**src/rtl/instruction_memory_pkg.sv**
```systemverilog
// instruction_memory_pkg: shared states, requester ids and sizing constants for instruction memory sequencing
package instruction_memory_pkg;
    typedef enum logic [1:0] {IDLE, ISSUE, WAIT, RESPOND} state_t;
    typedef enum logic {FETCH, LOAD} requester_t;
    localparam int WORD_INDEX_WIDTH = 10;
    localparam int BYTE_ADDRESS_LIMIT = 4096;
endpackage

```
**src/rtl/instruction_memory_arbiter_latency_counter.sv**
```systemverilog
// latency_counter: loadable saturating down-counter; done marks the final counted cycle (count == 1)
module latency_counter #(
    parameter int WIDTH = 4
) (
    input  logic             clock,
    input  logic             reset_n,
    input  logic             load,
    input  logic [WIDTH-1:0] load_value,
    input  logic             decrement,
    output logic [WIDTH-1:0] count,
    output logic             done
);
    always_ff @(posedge clock or negedge reset_n) begin
        if (!reset_n) count <= '0;
        else if (load) count <= load_value;
        else if (decrement && count != '0) count <= count - WIDTH'(1);
    end
    assign done = count == WIDTH'(1);
endmodule

```
**src/rtl/instruction_memory_arbiter.sv**
```systemverilog
// instruction_memory_arbiter: shares the single-port instruction memory between fetch and loader requesters
module instruction_memory_arbiter
    import instruction_memory_pkg::*;
#(
    parameter int READ_LATENCY = 2,
    parameter int MEM_WORDS    = 1024
) (
    input  logic        clock,
    input  logic        reset_n,
    input  logic        fetch_request,
    input  logic [31:0] fetch_address,
    output logic        fetch_accept,
    output logic        fetch_valid,
    output logic [31:0] fetch_instruction,
    output logic        fetch_error,
    input  logic        load_request,
    input  logic        load_write,
    input  logic [31:0] load_address,
    input  logic [31:0] load_write_data,
    output logic        load_accept,
    output logic        load_valid,
    output logic [31:0] load_read_data,
    output logic        load_error,
    output logic [9:0]  mem_address,
    output logic        mem_read_enable,
    output logic        mem_write_enable,
    output logic [31:0] mem_write_data,
    input  logic [31:0] mem_read_data,
    output logic        busy
);
    localparam int CW = 4;
    state_t state, next_state;
    requester_t grant, last_grant;
    logic write_q, error_q, grant_fetch, take, bad_address, count_done;
    logic [31:0] address;
    logic [CW-1:0] count;
    // Ties go to whoever was not served last; last_grant resets to LOAD so fetch wins the first tie.
    assign grant_fetch = fetch_request && (!load_request || last_grant == LOAD);
    assign take = state == IDLE && (fetch_request || load_request);
    assign address = grant_fetch ? fetch_address : load_address;
    assign bad_address = address[1:0] != 2'b00 || address >= 32'(4 * MEM_WORDS);
    latency_counter #(.WIDTH(CW)) counter (
        .clock(clock),
        .reset_n(reset_n),
        .load(mem_read_enable),
        .load_value(CW'(READ_LATENCY)),
        .decrement(state == WAIT),
        .count(count),
        .done(count_done)
    );
    always_ff @(posedge clock or negedge reset_n) begin
        if (!reset_n) state <= IDLE;
        else state <= next_state;
    end
    always_comb begin
        next_state = state;
        case (state)
            IDLE:    next_state = take ? ISSUE : IDLE;
            ISSUE:   next_state = (write_q || error_q) ? RESPOND : WAIT;
            WAIT:    next_state = count_done ? RESPOND : WAIT;
            RESPOND: next_state = IDLE;
            default: next_state = IDLE;
        endcase
    end
    always_comb begin
        fetch_accept = take && grant_fetch;
        load_accept = take && !grant_fetch;
        mem_read_enable = state == ISSUE && !write_q && !error_q;
        mem_write_enable = state == ISSUE && write_q && !error_q;
        fetch_valid = state == RESPOND && grant == FETCH;
        load_valid = state == RESPOND && grant == LOAD;
        fetch_error = fetch_valid && error_q;
        load_error = load_valid && error_q;
        busy = state != IDLE;
    end
    // Memory-side address/data only move when a strobe will follow; responses load just before RESPOND.
    always_ff @(posedge clock or negedge reset_n) begin
        if (!reset_n) begin
            grant <= FETCH;
            last_grant <= LOAD;
            write_q <= 1'b0;
            error_q <= 1'b0;
            mem_address <= '0;
            mem_write_data <= '0;
            fetch_instruction <= '0;
            load_read_data <= '0;
        end else begin
            if (take) begin
                grant <= grant_fetch ? FETCH : LOAD;
                last_grant <= grant_fetch ? FETCH : LOAD;
                write_q <= !grant_fetch && load_write;
                error_q <= bad_address;
                if (!bad_address) mem_address <= address[WORD_INDEX_WIDTH+1:2];
                if (!bad_address && !grant_fetch && load_write) mem_write_data <= load_write_data;
            end
            if (state == ISSUE && error_q) begin
                if (grant == FETCH) fetch_instruction <= '0;
                else load_read_data <= '0;
            end
            if (state == WAIT && count_done) begin
                if (grant == FETCH) fetch_instruction <= mem_read_data;
                else load_read_data <= mem_read_data;
            end
        end
    end
endmodule

```
**config.mk**
```make
export PLATFORM = sky130hd
export DESIGN_NAME = instruction_memory_arbiter
export DESIGN_NICKNAME = d
export VERILOG_FILES = /design/src/rtl/instruction_memory_pkg.sv /design/src/rtl/instruction_memory_arbiter_latency_counter.sv /design/src/rtl/instruction_memory_arbiter.sv
export SDC_FILE = /design/constraint.sdc
export NUM_CORES = 1
export LEC_CHECK = 0
export CAP_MARGIN = 10
export CORE_AREA = 2 2 121 123
export DETAILED_ROUTE_END_ITERATION = 12
export DIE_AREA = 0 0 123 125
export HOLD_SLACK_MARGIN = 0.02
export PLACE_DENSITY = 0.75
export SETUP_SLACK_MARGIN = 0.05
export SYNTH_ARGS = -nofsm -noshare
export SYNTH_HDL_FRONTEND = slang
export SYNTH_SLANG_ARGS = --single-unit
```
**constraint.sdc**
```tcl
create_clock -name clock -period 1.95 [get_ports clock]
set_input_delay 0.195 -clock clock [delete_from_list [all_inputs] [get_ports clock]]
set_output_delay 0.195 -clock clock [all_outputs]
set_load 0.005 [all_outputs]
```
==> flow_summary.ini, run 1 <==
[timing]
min_period_ns = 1.983
setup_slack_ns = -0.03301
hold_violations = 0
period_share_pct = 101.7
max_freq_ghz = 0.5043
report.final.slew_viol_count = 0
setup_viol = 47
rsz0062_at_grt = yes
maxSlewHeadroom_pct = 58.94
worst_pin_slew_ns = 0.6159
finClkSkew_ns = 0.004260
whs_ns = 0.3904

[grt]
grt_util_met1_pct = 21.62
use_met2_pct = 35.52
busiest_layer = met2
antenna_found_initial = 0
grt_pass1_wl_um = 23970
grt_max_degree = 117
grtUsageTotal_pct = 20.63
grt_overflow = 0
use_met3_pct = 8.303
grt_pass1_vias = 4531

[setup_path]
crit_chain = inv_2, a21boi_4, mux2_4, o211ai_4, buf_12, clkbuf_16, mux2_4
worstSetupStartpoint = last_grant
crit_type = reg2reg
crit_top_cell = mux2_4
cp.arrival_ns = 2.28
slowest_delay_ns = 0.54
critPathCaptureType = flip-flop
cp_max_fo = 4
timing.rr.start = last_grant
critPathLaunchType = flip-flop
required_ns = 2.24
slowest_stage = dfstp_2

[cells_and_area]
area_growth_pct = 78.09
final_cell_mix = clkdlybuf4s50_1 (237), dfrtp_1 (114), nand2_1 (76), a22o_1 (43), mux2_4 (42)
drive_gt1_share_pct = 20.89
diodes = 0
nets = 828
fillers = 1116
mostFrequentLayoutCell = clkdlybuf4s50_1

[power_and_ir_drop]
internal_power_mw = 6.430
p_sw_mw = 2.515
pwr-share-seq_pct = 34.6
clkPwrFrac_pct = 33.3
power_leakage_nw = 4.251
power.density_nw_per_um2 = 1016
p_comb_share_pct = 32.1
switching_share_pct = 28.12
irDropWorstVdd_uv = 642.8

[clock_tree]
clk_latency_ns = 0.41
cts_root_buf = clkbuf_16
clkTransAtPathRegs_ns = 0.05
htree_levels = 4
cts_made_buffers = 17
clk_path_buf_depth = 2
cts_tree = yes
cts_sinks = 116

[job]
maxCapViolCount = 0

[yosys]
ys_warn_count = 0
synth-seq-area-share_pct = 58.73
avgSynthCellArea_um2 = 12.52
syn_area_um2 = 4945
postSynthCellCount = 395
ys_ff_latch = 116
synthesis.nets = 536
synth.distinct_cells = 36

[floorplanning]
dieWidth_um = 123
start_util_pct = 34.81
io_pins = 248
coreArea_um2 = 14200
rows = 44
die-area_um2 = 15380
die_h_um = 125

[worst_hold_path]
min_path_type = in2reg
min-delay-start = mem_read_data[13]

[outcome]
violations = setup timing
outcome = complete, but fails checks

[routing]
num_vias = 4305
route.detailed.wl_per_inst_um = 18.48
ant_nets = 0
routed_via_density = 4.875
dr.pass1.iters = 4
routed_wl_um = 16320
drtIter0Drc = 176
drc_errors = 0

[placed_design]
gp_congestion = 0.9042
post-dp-hpwl_um = 11110
port_buffers = 247
place_ws_ns = -0.3217
[timing repair]
| action | CTS | global route |
|---|---|---|
| hold buffers | 1 | 0 |
| gates cloned | 2 | 7 |
| setup buffers | 7 | 6 |
| endpoints found under the setup margin | 59 | 94 |
| hold endpoints to repair | 115 | 0 |
| gates resized for setup | 31 | 13 |
| pin swaps | 3 | 3 |
[power groups by stage]
stage | registers, mW | logic, mW | clock network (mW)
floorplan | 3.07 | 0.974 | 0
global placement | 3.08 | 2.46 | 0
detailed placement | 3.10 | 2.53 | 0
CTS | 3.09 | 2.59 | 3.04
global route | 3.13 | 3.12 | 3.17
finish | 3.09 | 2.87 | 2.98
[Yosys cell counts]
library cell	count	area, µm²
nor4_4	2	42.54
o21ai_0	1	5.000
and3b_1	1	8.760
nor4_1	9	56.30
a21boi_2	1	11.26
a211o_1	1	8.760
mux2_4	39	585.6
inv_1	9	33.78
nand3_1	21	105.1
clkbuf_1	17	63.81
nand2_1	76	285.3
o211ai_2	1	12.51
or3_1	2	12.51
nor4bb_1	1	10.01
nor2b_1	2	12.51
buf_6	4	45.04
buf_2	3	15.01
o21ai_1	1	5.000
nand2b_1	1	6.260
a21oi_1	3	15.01
nor3_1	3	15.01
mux2_2	4	45.04
nor3b_1	1	7.510
o211ai_4	1	21.27
xnor2_1	3	26.28
or2_1	1	6.260
and2_1	3	18.77
a21o_1	1	7.510
and3_1	2	12.51
dfstp_2	1	26.28
ha_1	8	100.1
o21a_1	2	15.01
nor2_1	11	41.29
o31ai_1	1	7.510
dfrtp_1	115	2878
a22o_1	43	376.6
[metal layers]
metal	share of wire (%)	vias to the layer above
li1	-	1967
met1	36	2083
met2	51	229
met3	10	26
met4	2.8	0
met5	0	-
[metrics by stage]
step	power, mW	cells	TNS (ns)	area [µm²]	util [%]
after floorplan	4.041	395	0	4950	-
after global placement	5.542	829	-10.46	7833	55.14
after detailed placement	5.633	829	-12.56	7833	55.14
after CTS	8.727	870	-0.5468	8596	60.52
after global routing	9.425	883	-5.158	8806	62.00
final	8.945	883	-0.8047	8806	62.00
[final cells by class]
type	instances	area, µm²	area share [%]
timing repair buffer	297	3078	34.95
tap	184	230.2	2.614
inverter	9	33.78	0.3836
multi-input combinational	246	1982	22.51
clock buffer	28	536.8	6.095
sequential	116	2905	32.99
clock inverter	3	40.04	0.4547
[critical path: cells and delay by family (launching register included)]
family | cells | cell delay, ns
AOI/OAI and AO/OA | 2 | 0.30
DFF | 1 | 0.54
muxes | 2 | 0.65
buffers and inverters | 3 | 0.38
[final timing paths]
kind	end	slack, ns	cells past startpoint
worst max-delay path	mem_write_data[9]	-0.03	7
worst min-delay path	flip-flop	0.39	3
worst max register to register	mem_write_data[9]	-0.03	7
worst min register to register	flip-flop	0.46	2
max in group asynchronous	state[0]	1.02	3
min in group asynchronous	mem_write_data[22]	0.41	3
[cell families after synthesis]
family	Yosys count	synth area share, %
simple gates	136	12.96
flops	116	58.73
compound gates	56	9.817
mux	43	12.75
buf+inv	33	3.188
fa+ha+maj	8	2.024
xor+xnor	3	0.5315
Note: power is estimated with default switching activity, not from simulation.
==> inputs of run 2 (changes only) <==
- SKIP_LAST_GASP: unset -> 1
==> run 2 against run 1 <==
Against the previous run: the flow still finishes with violations (setup timing); register-to-register slack got worse by 0.03 ns; largest cell class unchanged; first-iteration DRC count is 11% higher; global-route usage shrank 0.086 points; largest power group unchanged; critical path type unchanged; core utilization barely moved; sequential cell count did not move.
==> flow_summary.ini, run 2 (synthesized netlist as in run 1, its figures left out) <==
[outcome]
outcome = complete, but fails checks
violations = setup timing

[setup_path]
critPathLaunchType = flip-flop
required_ns = 2.24
cp.arrival_ns = 2.30
critPathCaptureType = flip-flop
cp_max_fo = 7
crit_type = reg2reg
r2r_setup_slack_ns = -0.06

[cells_and_area]
area_growth_pct = 78.01
stdcell_count = 883
drive_gt1_share_pct = 20.89
final_cell_area_um2 = 8802
nets = 828
diodes = 0
final_cell_mix = clkdlybuf4s50_1 (237), dfrtp_1 (114), nand2_1 (76), a22o_1 (43), mux2_4 (42)
mostFrequentLayoutCell = clkdlybuf4s50_1
finish.utilization_pct = 61.97

[routing]
num_vias = 4268
routed_via_density = 4.834
drtIter0Drc = 196
routed_wl_um = 16170
dr.pass1.iters = 4
ant_nets = 0
drc_errors = 0
route.detailed.wl_per_inst_um = 18.31

[floorplanning]
die-area_um2 = 15380
start_util_pct = 34.81
dieWidth_um = 123
io_pins = 248
coreArea_um2 = 14200
die_h_um = 125
rows = 44

[timing]
max_freq_ghz = 0.4978
setup_slack_ns = -0.05887
worst_pin_slew_ns = 0.6197
setup_viol = 32
hold_violations = 0
report.final.slew_viol_count = 0
finClkSkew_ns = 0.005128
period_share_pct = 103.0
maxSlewHeadroom_pct = 58.69
min_period_ns = 2.009
rsz0062_at_grt = yes

[grt]
grt_pass1_wl_um = 23870
grt_max_degree = 117
grtUsageTotal_pct = 20.55
grt_overflow = 0
antenna_found_initial = 0
grt_pass1_vias = 4535

[clock_tree]
cts_sinks = 116
clk_path_buf_depth = 2
cts_tree = yes
clkTransAtPathRegs_ns = 0.05
htree_levels = 4
cts_made_buffers = 17
cts_root_buf = clkbuf_16
clk_latency_ns = 0.42

[power_and_ir_drop]
irDropWorstVdd_uv = 662.3
power.density_nw_per_um2 = 1013
power_leakage_nw = 4.239

[placed_design]
placedCellCount = 829
port_buffers = 247
post-dp-hpwl_um = 11110
gp_congestion = 0.9042
dpl-instance-area_um2 = 7833

[job]
maxCapViolCount = 0

[worst_hold_path]
min_path_type = in2reg
## run 2: cell type report
class | count | area, µm²
Fill cell | 1109 | 5401
Clock inverter | 3 | 40.04
Clock buffer | 28 | 536.8
Sequential cell | 116 | 2905
Tap cell | 184 | 230.2
Timing Repair Buffer | 297 | 3074
Multi-Input combinational cell | 246 | 1982
Inverter | 9 | 33.78
## run 2: layer usage
layer,part of all wire (%),GRT usage (%)
met1,37,21.56
met2,51,35.23
met3,9.9,8.394
met4,2.6,10.03
met5,0,0
## run 2: critical path, cell delays in order (launching register included)
cell and delay, ns:
dfstp_2 0.54, inv_2 0.06, a21boi_4 0.20, mux2_4 0.35, o211ai_4 0.12, buf_6 0.17, clkbuf_16 0.16, mux2_4 0.29
## run 2: path summary, 6_finish.rpt
kind	from	endpoint	depth (start not counted)
setup / recovery	last_grant	mem_write_data[19]	7
hold / removal	mem_read_data[13]	flip-flop	3
setup reg to reg	last_grant	mem_write_data[19]	7
hold reg to reg	flip-flop	flip-flop	2
max in group asynchronous	reset_n	state[0]	3
min in group asynchronous	reset_n	mem_write_data[22]	3
## run 2: per-stage QoR
step                setup TNS, ns  setup WS (ns)  hold slack, ns  power [mW]
CTS                       -0.7946       -0.05112          0.3658       8.725
floorplan                       0        0.05408         -0.1006       4.041
global placement           -10.46        -0.2773          0.3197       5.542
global route               -3.395        -0.1164          0.3887       9.386
finish                     -1.206       -0.05887          0.3875       8.913
detailed placement         -12.56        -0.3217          0.3315       5.633
## run 2: power breakdown
group	internal (mW)	leakage, nW	switching (mW)
Clock	1.98	0.286	1.01
Combinational	1.62	2.37	1.21
Sequential	2.81	1.58	0.290
## run 2: what timing repair did
action / 4_1_cts / 5_1_grt
gates resized for setup: 27 / 17
hold buffers: 1 / 0
endpoints found under the setup margin: 59 / 94
hold endpoints to repair: 115 / 0
pin swaps: 3 / 4
buffers inserted: 7 / 8
gates cloned: 2 / 5
==> inputs of run 3 (changes only) <==
- GPL_TIMING_DRIVEN: unset -> 0
==> run 3 against run 2 <==
Against the previous run: the flow still finishes with violations (setup timing); power up 1.9%; hold slack gained 0.00074 ns; critical path depth rose by 1; routed wire length shrank 3.9%; sequential cell count unchanged; cell count grew 0.23%; register-to-register slack got worse by 0.08 ns; clock power grew 5%; first-iteration DRC count shrank 7.7%; critical endpoint is now mem_write_data[24]; largest power group is now the clock network; highest routed layer unchanged.
==> flow_summary.ini, run 3 (synthesized netlist as in run 1, its figures left out) <==
[clock_tree]
htree_levels = 4
cts_root_buf = clkbuf_16
cts_tree = yes
clkTransAtPathRegs_ns = 0.06
cts_sinks = 116
clk_path_buf_depth = 2
clk_latency_ns = 0.41
cts_made_buffers = 17

[setup_path]
ff2ff_path_depth = 8
timing.rr.start = last_grant
cp.arrival_ns = 2.37
cp_max_fo = 10
critPathCaptureType = flip-flop
rr_endpoint = mem_write_data[24]
r2r_setup_slack_ns = -0.14
required_ns = 2.23
crit_type = reg2reg
critPathLaunchType = flip-flop

[timing]
finClkSkew_ns = 0.007545
setup_slack_ns = -0.1400
min_period_ns = 2.090
max_freq_ghz = 0.4785
worst_pin_slew_ns = 0.7663
period_share_pct = 107.2
report.final.slew_viol_count = 0
setup_viol = 40
maxSlewHeadroom_pct = 48.91
hold_violations = 0
rsz0062_at_grt = yes

[power_and_ir_drop]
clkPwrFrac_pct = 34.7
power.total_mw = 9.081
power_leakage_nw = 4.271
internal_power_mw = 6.455
p_sw_mw = 2.625
p_comb_share_pct = 31.3
pwr-share-seq_pct = 34.1
switching_share_pct = 28.91
irDropWorstVdd_uv = 698.7
power.density_nw_per_um2 = 1027

[routing]
route.detailed.wl_per_inst_um = 17.56
dr.pass1.iters = 4
drc_errors = 0
routed_via_density = 4.879
routed_wl_um = 15540
ant_nets = 0
num_vias = 4318
drtIter0Drc = 181

[grt]
grt_pass1_wl_um = 23130
grt_max_degree = 61
grt_overflow = 0
grt_pass1_vias = 4505
grtUsageTotal_pct = 19.76
antenna_found_initial = 0

[cells_and_area]
final_cell_area_um2 = 8838
diodes = 0
final_cell_mix = clkdlybuf4s50_1 (236), dfrtp_1 (113), nand2_1 (76), a22o_1 (43), mux2_4 (42)
area_growth_pct = 78.75
finish.utilization_pct = 62.23
drive_gt1_share_pct = 21.97
mostFrequentLayoutCell = clkdlybuf4s50_1
nets = 829

[outcome]
outcome = complete, but fails checks
violations = setup timing

[job]
maxCapViolCount = 0

[floorplanning]
rows = 44
coreArea_um2 = 14200
die_h_um = 125
io_pins = 248
start_util_pct = 34.81
die-area_um2 = 15380
dieWidth_um = 123

[worst_hold_path]
min_path_type = in2reg
min-delay-start = mem_read_data[25]
whs_path_depth = 3

[placed_design]
dpl-instance-area_um2 = 7677
gp_congestion = 0.8489
post-dp-hpwl_um = 11180
port_buffers = 247
## run 3: how the worst max path moves through the flow
stage,start,to,cells past startpoint
3_5_place_dp,load_request,fetch_accept,6
5_1_grt,state[1],mem_write_data[29],9
2_1_floorplan,last_grant,mem_write_data[10],6
6_report,last_grant,mem_write_data[24],8
4_1_cts,last_grant,mem_write_data[29],8
3_3_place_gp,reset_n,mem_address[0],1
## run 3: per-layer routing
metal | share of wire, % | up-vias | track usage (%)
met1 | 39 | 2080 | 21.71
met3 | 8.7 | 32 | 6.387
met4 | 2.6 | 0 | 8.356
met2 | 50 | 222 | 34.64
met5 | 0 | - | 0
li1 | - | 1984 | -
## run 3: power by group through the flow
stage / clock [mW] / sequential [mW] / combinational, mW
6_report: 3.15 / 3.09 / 2.84
3_3_place_gp: 0 / 3.06 / 2.28
2_1_floorplan: 0 / 3.07 / 0.974
4_1_cts: 3.20 / 3.06 / 2.60
3_5_place_dp: 0 / 3.08 / 2.34
5_1_grt: 3.33 / 3.14 / 3.07
## run 3: cell type report
cell class	instances	area, µm²
inverters	9	38.79
flip-flops and latches	116	2907
multi-input cells	246	2029
plain buffers	22	246.5
well taps	184	230.2
clock inverters	13	157.7
fillers	1081	5365
clock buffers	19	442.9
repair buffers	276	2786
## run 3: metrics by stage
stage	hold WS, ns	instances	setup WS (ns)	setup TNS (ns)
floorplan	-0.1006	395	0.05408	0
global placement	0.4514	826	-3.502	-432.31
detailed placement	0.3085	827	-0.5386	-34.95
CTS	0.3696	875	-0.1539	-4.256
global route	0.3873	885	-0.1915	-7.095
finish	0.3883	885	-0.1400	-4.254
## run 3: repair_timing
action / 4_1_cts / 5_1_grt
endpoints found under the hold margin: 59 / 0
pin swaps: 2 / 6
cloned: 2 / 2
gates resized for setup: 70 / 45
setup buffers: 15 / 9
setup endpoints to repair: 113 / 109
hold buffers: 1 / 0
## run 3: critical path, stage by stage (launching register included)
cell and delay, ns:
dfstp_2 0.55, inv_2 0.05, a21boi_4 0.16, buf_6 0.12, mux2_4 0.33, o211ai_4 0.15
buf_12 0.16, buf_12 0.14, mux2_4 0.31
